$ cat config.mk
export PLATFORM = sky130hd
export DESIGN_NAME = activation_pipe
export DESIGN_NICKNAME = d
export VERILOG_FILES = /design/src/rtl/Common.sv /design/src/rtl/FixedPoint.sv /design/src/rtl/act_lane.sv /design/src/rtl/activation_pipe.sv
export SDC_FILE = /design/constraint.sdc
export NUM_CORES = 1
export LEC_CHECK = 0
export ABC_CLOCK_PERIOD_IN_PS = 12900
export CORE_UTILIZATION = 45
export CTS_CLUSTER_SIZE = 25
export DETAILED_ROUTE_END_ITERATION = 16
export HOLD_SLACK_MARGIN = 0.15
export PLACE_DENSITY = 0.74
export SKIP_LAST_GASP = 1
export SYNTH_ARGS = -nofsm -noshare
export SYNTH_HDL_FRONTEND = slang
export SYNTH_SLANG_ARGS = --single-unit
$ cat constraint.sdc
create_clock -name clk -period 12.9 [get_ports clk]
set_input_delay 1.935 -clock clk [delete_from_list [all_inputs] [get_ports clk]]
set_output_delay 1.935 -clock clk [all_outputs]
set_load 0.03 [all_outputs]
$ cat src/rtl/Common.sv
// Shared activation-function encoding used by the activation pipeline and its bench.
package Common;

    // Encodings 4..7 are not named; the datapath treats them as identity.
    typedef enum logic [2:0] {
        ACT_STEP    = 3'd0,
        ACT_SIGMOID = 3'd1,
        ACT_TANH    = 3'd2,
        ACT_RELU    = 3'd3
    } act_func;

endpackage

$ cat src/rtl/FixedPoint.sv
// Fixed-point constants for the piecewise-linear sigmoid, plus a saturation helper.
package FixedPoint;

    typedef enum logic [1:0] {
        SEG_0   = 2'd0,   // [0, 1)
        SEG_1   = 2'd1,   // [1, 2.375)
        SEG_2   = 2'd2,   // [2.375, 5)
        SEG_SAT = 2'd3    // >= 5
    } seg_e;

    function automatic longint fx_one(input int frac);
        return longint'(1) <<< frac;
    endfunction

    function automatic longint sig_bp_1(input int frac);
        return longint'(1) <<< frac;
    endfunction

    function automatic longint sig_bp_2(input int frac);
        return (longint'(19) <<< frac) >>> 3;
    endfunction

    function automatic longint sig_bp_sat(input int frac);
        return longint'(5) <<< frac;
    endfunction

    // Offsets are exact fractions of 2**frac, truncated toward zero.
    function automatic longint sig_off_0(input int frac);
        return (longint'(1) <<< frac) >>> 1;
    endfunction

    function automatic longint sig_off_1(input int frac);
        return (longint'(5) <<< frac) >>> 3;
    endfunction

    function automatic longint sig_off_2(input int frac);
        return (longint'(27) <<< frac) >>> 5;
    endfunction

    function automatic longint saturate(input longint v, input int width);
        longint hi;
        longint lo;
        hi = (longint'(1) <<< (width - 1)) - 1;
        lo = -(longint'(1) <<< (width - 1));
        if (v > hi) return hi;
        if (v < lo) return lo;
        return v;
    endfunction

endpackage

$ cat src/rtl/act_lane.sv
// One activation lane: stage 1 folds sign and picks a segment, stage 2 evaluates and saturates.
// With ACT_SAT_STATS_EN defined the lane also reports whether its beat saturated.
module act_lane
    import Common::*;
    import FixedPoint::*;
#(
    parameter int WIDTH = 16,
    parameter int FRAC  = 8
) (
    input  logic             clk,
    input  logic             rst_n,
    input  logic             s1_en_i,
    input  logic             s2_en_i,
    input  act_func          act_s1_i,
    input  act_func          act_s2_i,
    input  logic [WIDTH-1:0] sum_i,
`ifdef ACT_SAT_STATS_EN
    output logic             sat_o,
`endif
    output logic [WIDTH-1:0] pred_o
);

    localparam logic [WIDTH-1:0] MAX_W = {1'b0, {(WIDTH-1){1'b1}}};
    localparam logic [WIDTH-1:0] MIN_W = {1'b1, {(WIDTH-1){1'b0}}};
    localparam longint ZERO = 64'sd0;

    logic [WIDTH:0]   dbl;
    logic             dbl_ovf;
    logic [WIDTH-1:0] ev;
    logic [WIDTH-1:0] ax_d;
    logic             neg_d;
    seg_e             seg_d;
    longint           ax_l1;

    logic [WIDTH-1:0] s1_x_q;
    logic [WIDTH-1:0] s1_ax_q;
    logic             s1_neg_q;
    seg_e             s1_seg_q;
    logic [WIDTH-1:0] s2_pred_q;
    logic [WIDTH-1:0] pred_d;

    // NOTE: every variable gets a default at the top of always_comb so no path can infer a latch.
    always_comb begin
        dbl     = {sum_i, 1'b0};
        dbl_ovf = dbl[WIDTH] != dbl[WIDTH-1];
        ev      = sum_i;
        if (act_s1_i == ACT_TANH) begin
            ev = dbl_ovf ? (dbl[WIDTH] ? MIN_W : MAX_W) : dbl[WIDTH-1:0];
        end
        neg_d = ev[WIDTH-1];
        ax_d  = ev;
        if (ev == MIN_W) begin
            ax_d = MAX_W;
        end else if (neg_d) begin
            ax_d = -ev;
        end
        ax_l1 = {{(64-WIDTH){1'b0}}, ax_d};
        seg_d = SEG_0;
        if (ax_l1 >= sig_bp_sat(FRAC))    seg_d = SEG_SAT;
        else if (ax_l1 >= sig_bp_2(FRAC)) seg_d = SEG_2;
        else if (ax_l1 >= sig_bp_1(FRAC)) seg_d = SEG_1;
    end

    longint ax_l;
    longint x_l;
    longint one_l;
    longint f_l;
    longint sig_l;
    longint res_l;

    always_comb begin
        ax_l  = {{(64-WIDTH){1'b0}}, s1_ax_q};
        x_l   = {{(64-WIDTH){s1_x_q[WIDTH-1]}}, s1_x_q};
        one_l = fx_one(FRAC);
        case (s1_seg_q)
            SEG_0:   f_l = (ax_l >>> 2) + sig_off_0(FRAC);
            SEG_1:   f_l = (ax_l >>> 3) + sig_off_1(FRAC);
            SEG_2:   f_l = (ax_l >>> 5) + sig_off_2(FRAC);
            default: f_l = one_l;
        endcase
        sig_l = s1_neg_q ? (one_l - f_l) : f_l;
        case (act_s2_i)
            ACT_STEP:    res_l = (!s1_neg_q && (ax_l != ZERO)) ? one_l : ZERO;
            ACT_RELU:    res_l = s1_neg_q ? ZERO : x_l;
            ACT_SIGMOID: res_l = sig_l;
            ACT_TANH:    res_l = (sig_l <<< 1) - one_l;
            default:     res_l = x_l;
        endcase
        pred_d = WIDTH'(saturate(res_l, WIDTH));
    end

    // NOTE: sequential state uses non-blocking assignments only, so stage 2 sees last cycle's stage 1.
    // NOTE: datapath registers are reset too, so out_pred reads zero during and after reset.
    always_ff @(posedge clk or negedge rst_n) begin
        if (!rst_n) begin
            s1_x_q    <= '0;
            s1_ax_q   <= '0;
            s1_neg_q  <= 1'b0;
            s1_seg_q  <= SEG_0;
            s2_pred_q <= '0;
        end else begin
            if (s1_en_i) begin
                s1_x_q   <= sum_i;
                s1_ax_q  <= ax_d;
                s1_neg_q <= neg_d;
                s1_seg_q <= seg_d;
            end
            if (s2_en_i) begin
                s2_pred_q <= pred_d;
            end
        end
    end

    assign pred_o = s2_pred_q;

`ifdef ACT_SAT_STATS_EN
    logic sat1_d;
    logic sat2_d;
    logic s1_sat_q;
    logic s2_sat_q;

    // Only sigmoid/tanh consume |x|, so abs clamping counts only for them.
    always_comb begin
        sat1_d = ((act_s1_i == ACT_TANH) && dbl_ovf) ||
                 (((act_s1_i == ACT_TANH) || (act_s1_i == ACT_SIGMOID)) && (ev == MIN_W));
        sat2_d = s1_sat_q || (saturate(res_l, WIDTH) != res_l);
    end

    always_ff @(posedge clk or negedge rst_n) begin
        if (!rst_n) begin
            s1_sat_q <= 1'b0;
            s2_sat_q <= 1'b0;
        end else begin
            if (s1_en_i) s1_sat_q <= sat1_d;
            if (s2_en_i) s2_sat_q <= sat2_d;
        end
    end

    assign sat_o = s2_sat_q;
`endif

endmodule

$ cat src/rtl/activation_pipe.sv
// Two-stage, LANES-wide activation pipeline with valid/ready handshake on both sides.
// Defining ACT_SAT_STATS_EN adds the sat_count port counting consumed beats that saturated.
module activation_pipe
    import Common::*;
#(
    parameter int WIDTH = 16,
    parameter int FRAC  = 8,
    parameter int LANES = 4
) (
    input  logic                         clk,
    input  logic                         rst_n,
    input  logic                         in_valid,
    output logic                         in_ready,
    input  act_func                      in_act,
    input  logic [LANES-1:0][WIDTH-1:0]  in_sum,
    output logic                         out_valid,
    input  logic                         out_ready,
`ifdef ACT_SAT_STATS_EN
    output logic [15:0]                  sat_count,
`endif
    output logic [LANES-1:0][WIDTH-1:0]  out_pred
);

    logic    s1_valid_q;
    logic    s1_valid_d;
    logic    s2_valid_q;
    logic    s2_valid_d;
    act_func s1_act_q;
    logic    accept;
    logic    s2_en;
    logic    pop;

    // Stage 1 may load whenever it is empty or will drain into stage 2 this cycle.
    assign in_ready  = !s1_valid_q || !s2_valid_q || out_ready;
    assign accept    = in_valid && in_ready;
    assign s2_en     = s1_valid_q && (!s2_valid_q || out_ready);
    assign pop       = s2_valid_q && out_ready;
    assign out_valid = s2_valid_q;

    always_comb begin
        s1_valid_d = s1_valid_q;
        if (accept)     s1_valid_d = 1'b1;
        else if (s2_en) s1_valid_d = 1'b0;
        s2_valid_d = s2_valid_q;
        if (s2_en)      s2_valid_d = 1'b1;
        else if (pop)   s2_valid_d = 1'b0;
    end

    always_ff @(posedge clk or negedge rst_n) begin
        if (!rst_n) begin
            s1_valid_q <= 1'b0;
            s2_valid_q <= 1'b0;
            s1_act_q   <= ACT_STEP;
        end else begin
            s1_valid_q <= s1_valid_d;
            s2_valid_q <= s2_valid_d;
            if (accept) s1_act_q <= in_act;
        end
    end

`ifdef ACT_SAT_STATS_EN
    logic [LANES-1:0] lane_sat;
`endif

    for (genvar g = 0; g < LANES; g++) begin : g_lane
        act_lane #(
            .WIDTH (WIDTH),
            .FRAC  (FRAC)
        ) u_lane (
            .clk      (clk),
            .rst_n    (rst_n),
            .s1_en_i  (accept),
            .s2_en_i  (s2_en),
            .act_s1_i (in_act),
            .act_s2_i (s1_act_q),
            .sum_i    (in_sum[g]),
`ifdef ACT_SAT_STATS_EN
            .sat_o    (lane_sat[g]),
`endif
            .pred_o   (out_pred[g])
        );
    end

`ifdef ACT_SAT_STATS_EN
    logic [15:0] sat_count_q;
    logic [15:0] sat_count_d;

    always_comb begin
        sat_count_d = sat_count_q;
        if (pop && (|lane_sat) && (sat_count_q != 16'hFFFF)) begin
            sat_count_d = sat_count_q + 16'd1;
        end
    end

    always_ff @(posedge clk or negedge rst_n) begin
        if (!rst_n) sat_count_q <= 16'd0;
        else        sat_count_q <= sat_count_d;
    end

    assign sat_count = sat_count_q;
`endif

endmodule

After elaboration in Yosys (flattened, before gate mapping)
Cells that the tools add are included.
- add/sub/neg operators: 24
- magnitude comparators: 20
- eq/ne operators: 20
- multiplexer cells: 84
- reductions and logical operators: 27
- operators with widths (cell ; count):
    $pmux W64 S4 ; 4
    $pmux W64 S3 ; 4
    $mux W16 ; 32
    $mux W64 ; 8
    $gt A64 B16 Y1 const B ; 4
    $lt A64 B16 Y1 const B ; 4
    $sub A10 B64 Y64 const A ; 4
    $sub A64 B10 Y64 const B ; 4
    $eq A16 B16 Y1 const B ; 4
    $ge A16 B10 Y1 const B ; 4
    $ge A16 B11 Y1 const B ; 4
    $ge A16 B9 Y1 const B ; 4
    $neg A16 Y16 ; 4
    $reduce_bool A16 Y1 ; 4
    $add A14 B8 Y15 const B ; 4
    $mux W15 ; 4
    $add A13 B8 Y14 const B ; 4
    $add A11 B8 Y12 const B ; 4
    $mux W9 ; 4
    $mux W1 ; 20
    $mux W2 ; 8
    $eq A3 B2 Y1 const B ; 3
    $eq A2 B1 Y1 const B ; 4
    $eq A2 B2 Y1 const B ; 4
    other kinds (8) ; 28
- bits in registers: 209
- input port bits: 71
- word-level logic and storage cells: 198

Logic depth before layout (Yosys ltp)
- depth in word-level cells: 11
- depth in mapped cells: 24
- gate-level depth less buffers: 19

Modules after synthesis
Synthesis repeated with hierarchy kept, for this count alone.
- cell total of the unflattened synthesis: 2500
- area, all modules: 19474.9 um^2
- modules (own cells, without submodules) (module ; times used ; cells an instance ; area an instance (um^2) ; seq. area each (um^2)):
    act_lane ; 4 ; 619 ; 4805.9 ; 1276.2
    activation_pipe ; 1 ; 24 ; 251.5 ; 125.1

Least setup slack after synthesis
Ideal clock, no wire load.
- path kind: input -> register
- start point: input in_act[1]
- end point: register g_lane[2].u_lane.s1_seg_q[0]
- arrival: 6.035 ns
- data required time: 12.831 ns
- path slack: 6.795 ns
- cell stages on the path: 20
- path through: or3b_2 -> clkbuf_1 -> clkbuf_1 -> buf_1 -> clkbuf_1 -> clkbuf_1 -> clkbuf_1 -> buf_1 -> nor3_1 -> a21oi_1 -> ha_1 -> nand2_1 -> or3_1 -> clkbuf_1 -> o21ai_0 -> a32o_1 -> nand3_1 -> a2111oi_0 -> o31ai_1 -> nand3_1
- word-level cells in the longest chain between the ends: 9
- elaborated cells between the ends (all ways): 12
- classes of those cells: add/sub (1); order compare (3); eq/ne (2); mux (6)
- ends and longest elaborated chain (what ; line ; source):
    from (decl) ; activation_pipe.sv:14 ; input act_func in_act,
    $eq A3 B2 Y1 * ; act_lane.sv:47 ; if (act_s1_i == ACT_TANH) begin
    $mux W16 * ; act_lane.sv:47 ;
    $neg A16 Y16 ; act_lane.sv:55 ; ax_d = -ev;
    $mux W16 ; act_lane.sv:54 ; end else if (neg_d) begin
    $mux W16 * ; act_lane.sv:52 ; if (ev == MIN_W) begin
    $ge A16 B9 Y1 ; act_lane.sv:61 ; else if (ax_l1 >= sig_bp_1(FRAC)) seg_d = SEG_1;
    $mux W1 ; act_lane.sv:61 ;
    $mux W2 ; act_lane.sv:60 ; else if (ax_l1 >= sig_bp_2(FRAC)) seg_d = SEG_2;
    $mux W2 * ; act_lane.sv:59 ; if (ax_l1 >= sig_bp_sat(FRAC)) seg_d = SEG_SAT;
    to (signal assigned) ; act_lane.sv:106 ; s1_seg_q <= seg_d;
    to (decl) ; act_lane.sv:38 ; seg_e s1_seg_q;
Mark *: on every way between the ends. The rest lies on a longest branch, timed or not.
A chain may end at the register's enable or synchronous reset.

Worst setup path after layout
- start point: register g_lane[0].u_lane.s1_seg_q[1]
- end point: register g_lane[0].u_lane.s2_pred_q[4]
- word-level cells in the longest chain between the ends: 11
- elaborated cells between the ends (all ways): 17
- classes of those cells: add/sub (2); order compare (2); eq/ne (2); mux (10); reduce/logical (1)
- ends and longest elaborated chain (what ; line ; source):
    from (decl) ; act_lane.sv:38 ;
    from (signal assigned) ; act_lane.sv:106 ;
    $eq A2 B2 Y1, or another cell as far along ; act_lane.sv:75 ; case (s1_seg_q)
    $pmux W64 S3 * ; act_lane.sv:75 ;
    $sub A10 B64 Y64 ; act_lane.sv:81 ; sig_l = s1_neg_q ? (one_l - f_l) : f_l;
    $mux W64 * ; act_lane.sv:81 ;
    $sub A64 B10 Y64 ; act_lane.sv:86 ; ACT_TANH: res_l = (sig_l <<< 1) - one_l;
    $pmux W64 S4 * ; act_lane.sv:82 ; case (act_s2_i)
    $gt A64 B16 Y1 / $lt A64 B16 Y1 (equally long branches) ; FixedPoint.sv:45, FixedPoint.sv:46 ;
    $mux W15 / $mux W1 (equally long branches) ; FixedPoint.sv:45, FixedPoint.sv:46 ;
    $mux W16 / $mux W1 (equally long branches) ; FixedPoint.sv:46 ; if (v < lo) return lo;
    $mux W16 ; FixedPoint.sv:47 ; return v;
    $mux W16 * ; FixedPoint.sv:46 ;
    to (signal assigned) ; act_lane.sv:109 ; s2_pred_q <= pred_d;
    to (decl) ; act_lane.sv:39 ; logic [WIDTH-1:0] s2_pred_q;
Mark *: on every way between the ends. The rest lies on a longest branch, timed or not. The select of a mux whose other input is x is not followed.

==> reports/qor.csv <==
metric;value;unit
Ys Warns;0;
Core Region;40830;um2
Synth cell types;109;
crit path DAT;6.22;ns
Vias;19210;
Most Frequent Cell on Critical Path;a21oi_1;
Clk Latency, worst-skew pair;0.54;ns
register area share after synthesis;28.06;%
Starting Density;45.65;%
R2R setup slack;7.07;ns
initial antenna violation count;1;
CP Launch Point;g_lane[0].u_lane.s1_seg_q[1]$_DFFE_PN0P_;
clk buf depth;3;
Iteration-0 DRC Markers;1727;
setup bufs post-CTS;0;
Slew headroom;19.95;%
slowest CP cell;dfrtp_1;
Port Buffer Count;136;
global route total overflow;0;
PwrDens;161.2;nW/um2
Post-synth EDFFs;0;
layout cell share with drive strength beyond 1;5.349;%
Syn Std Cell Area;18640;um2
final wirelength;60.90;mm
ratio of final minimum period to clock period;45.21;%
Avg Inst Size Synth;7.508;um2
fin crit period;5.832;ns
die area;42240;um2
CTS Hold Buffers Added;0;
Crit. End Element;register;
DR WL/cell;20.05;um
last element of the critical path;g_lane[0].u_lane.pred_o[4]$_DFFE_PN0P_;
highest clock rate;0.1715;GHz
number of nets in the layout;2611;
Tightest Hold Check Type;reg2reg;
cts bufs inserted;24;
Worst IR Drop VDD;0.08873;mV
CTS clk-pin slew, worst paths;0.06;ns
post-synthesis register bit count;209;
Max-cap violations;0;
TritonRoute pass-1 iters;8;
Startpoint Class;register;
Worst Path Max Fanout;17;
ANT nets after route;0;
Min Hold Slack;0.4754;ns
largest net degree at the start of global routing;127;
delay of the slowest critical-path stage;0.75;ns
first-pass GRT wire length;96.86;mm
drt drc;0;
row cnt;74;
all-layer global routing usage;28.50;%
r2r worst-path depth;14;
Die W;205.5;um
Post-Synthesis Cells;2483;
CTS tree;done;
Post-synth ARST share;100.0;%
post-CTS sizing;0;
RD Place Congestion;0.9447;
Critical R2R Capture;g_lane[0].u_lane.pred_o[4]$_DFFE_PN0P_;
crit-path cells;clkinv_1 > a21oi_1 > ha_1 > o221a_2 > nand3_1 > nor3_1 > a21boi_1 > o31ai_2 > xor2_1 > nand4_1 > o311ai_1 > a21oi_1 > a21oi_2 > o22ai_1;
clk_skew;0.01210;ns
clk sinks;209;
Slew @ Worst Pin;1.193;ns
root buf cell;clkbuf_16;
final count of negative-setup-slack endpoints;0;
worst r2r src;g_lane[0].u_lane.s1_seg_q[1]$_DFFE_PN0P_;
I/O Pins;137;
status;finished, final reports clean;
Area Growth Syn to Fin;12.40;%
syn_nets;2606;
Req. time, crit path;13.28;ns
Vias/cell;6.322;
RSZ-0062 raised after global routing;false;
setup TNS;0;ns
Pins Over Slew Limit;0;
die height;205.5;um
Final Hold Vio Count;0;
P_leak;8.430;nW
H-tree Lvls;1;
Main synth FF type;dfrtp_1;
class of the most critical setup path;reg2reg;
hpwl dp;44.60;mm
number of global-route vias before repair;18020;
critical path, delay by kind of cell, from the launching register on:
family                     cells  cell delay [ns]
AOI/OAI and AO/OA              8             2.87
adders and majority gates      1             0.28
buffers and inverters          1             0.49
xor gates and xnor gates       1             0.45
DFF                            1             0.75
and+or+nand+nor                3             0.80
worst min path at each step:
stage                                            startpoint                                 endpoint  depth (start not counted)
floorplan           g_lane[3].u_lane.s1_ax_q[1]$_DFFE_PN0P_  g_lane[3].u_lane.s1_ax_q[1]$_DFFE_PN0P_                          2
global placement    g_lane[3].u_lane.s1_ax_q[1]$_DFFE_PN0P_  g_lane[3].u_lane.s1_ax_q[1]$_DFFE_PN0P_                          2
detailed placement  g_lane[3].u_lane.s1_ax_q[1]$_DFFE_PN0P_  g_lane[3].u_lane.s1_ax_q[1]$_DFFE_PN0P_                          2
CTS                 g_lane[3].u_lane.s1_ax_q[1]$_DFFE_PN0P_  g_lane[3].u_lane.s1_ax_q[1]$_DFFE_PN0P_                          2
global route        g_lane[2].u_lane.s1_x_q[11]$_DFFE_PN0P_  g_lane[2].u_lane.s1_x_q[11]$_DFFE_PN0P_                          2
finish              g_lane[3].u_lane.s1_ax_q[1]$_DFFE_PN0P_  g_lane[3].u_lane.s1_ax_q[1]$_DFFE_PN0P_                          2
layout make-up:
type / instances / area [um2]
tap: 532 / 665.6
timing repair buffer: 157 / 1524
sequential: 209 / 5230
inverter: 63 / 236.5
clock inverter: 7 / 112.6
clock buffer: 36 / 726.9
fill: 3916 / 19880
antenna: 1 / 2.502
multi-input combinational: 2033 / 12450
cell usage after synthesis, drive strengths merged, types with 13 or more instances:
master / number / share of area (%)
buf: 55 / 1.5
nor2b: 23 / 0.77
nor3: 50 / 1.4
a311oi: 20 / 0.97
a22oi: 23 / 0.93
nand2b: 34 / 1.2
o22ai: 41 / 1.4
nor4: 17 / 0.60
nand2: 412 / 8.3
or2: 16 / 0.54
o211ai: 16 / 0.64
xnor2: 98 / 4.6
o31ai: 24 / 1.1
xor2: 52 / 2.4
a222oi: 15 / 0.81
clkbuf: 123 / 2.5
a31oi: 45 / 1.6
o21ai: 195 / 5.2
a221oi: 16 / 0.75
a211o: 13 / 0.61
a21oi: 183 / 5.0
and2: 17 / 0.57
nor2: 256 / 5.2
mux2i: 39 / 2.1
o21a: 18 / 0.72
nand4: 21 / 0.70
o22a: 39 / 1.8
dfrtp: 209 / 28
ha: 52 / 3.5
a211oi: 27 / 1.1
nand3: 55 / 1.5
inv: 59 / 1.2
cells by family (layout without fill, tap and decap cells):
group,Yosys count,in the layout,synth area share (%)
xor+xnor,150,150,7.047
buf+inv,241,263,5.302
flops,209,209,28.06
simple gates,982,982,24.20
other cells,0,1,0
fa+ha+maj,52,52,3.490
compound gates,802,802,29.33
mux,47,47,2.577
where the power goes:
part / switching [mW] / internal, mW / leakage, nW
clock network: 0.289 / 0.447 / 0.411
logic: 0.995 / 0.648 / 5.55
registers: 0.191 / 0.808 / 2.46
total: 1.48 / 1.90 / 8.43
through the flow:
step	area (um2)	util [%]	worst slack [ns]	cells	total power [mW]
finish	20950	51.31	7.068	3038	3.379
global route	20950	51.31	6.687	3037	3.578
CTS	20950	51.31	7.212	3037	3.368
detailed placement	20110	49.25	6.673	2994	2.624
global placement	20110	49.25	6.764	2994	2.585
floorplan	18640	-	6.795	2483	2.109
flip-flops by register name, summed over array words and instances (netlist names):
register                flops
g_lane.u_lane.pred_o       64
g_lane.u_lane.s1_ax_q      64
g_lane.u_lane.s1_x_q       64
g_lane.u_lane.s1_seg_q      8
g_lane.u_lane.s1_neg_q      4
s1_act_q                    3
out_valid                   1
s1_valid_q                  1
placed cells by master (no fill, tap or decap), types with 10 or more instances in the layout:
cell type,n
a311oi_1,19
xnor2_1,98
dfrtp_1,209
nor2b_1,23
inv_1,59
o221ai_1,12
nor3_1,49
a222oi_1,15
clkdlybuf4s50_1,135
o211ai_1,16
or3_1,11
nand2_1,411
nand3b_1,12
and2_1,13
mux2i_1,39
o22ai_1,41
a22oi_1,23
a221oi_1,16
or2_2,14
xor2_1,52
nand2b_1,33
o31ai_1,17
a211o_1,13
nand4_1,21
a21oi_1,179
a21o_1,10
clkbuf_16,25
buf_4,21
and3_1,11
nand3_1,55
o21ai_1,11
nor4_1,16
ha_1,52
nor2_1,250
o21a_1,18
o22a_1,39
a31oi_1,44
o21ai_0,184
a211oi_1,26
per-layer routing:
layer	routed length [um]	track usage (%)	vias to the layer above	part of all wire, %
met5	0	0	-	0
met4	2124	10.85	0	3.5
met3	5054	4.007	140	8.3
met2	28370	46.63	843	47
met1	25350	37.93	9176	42
li1	-	-	9048	-
No activity file was read; power rests on OpenSTA's default activity.
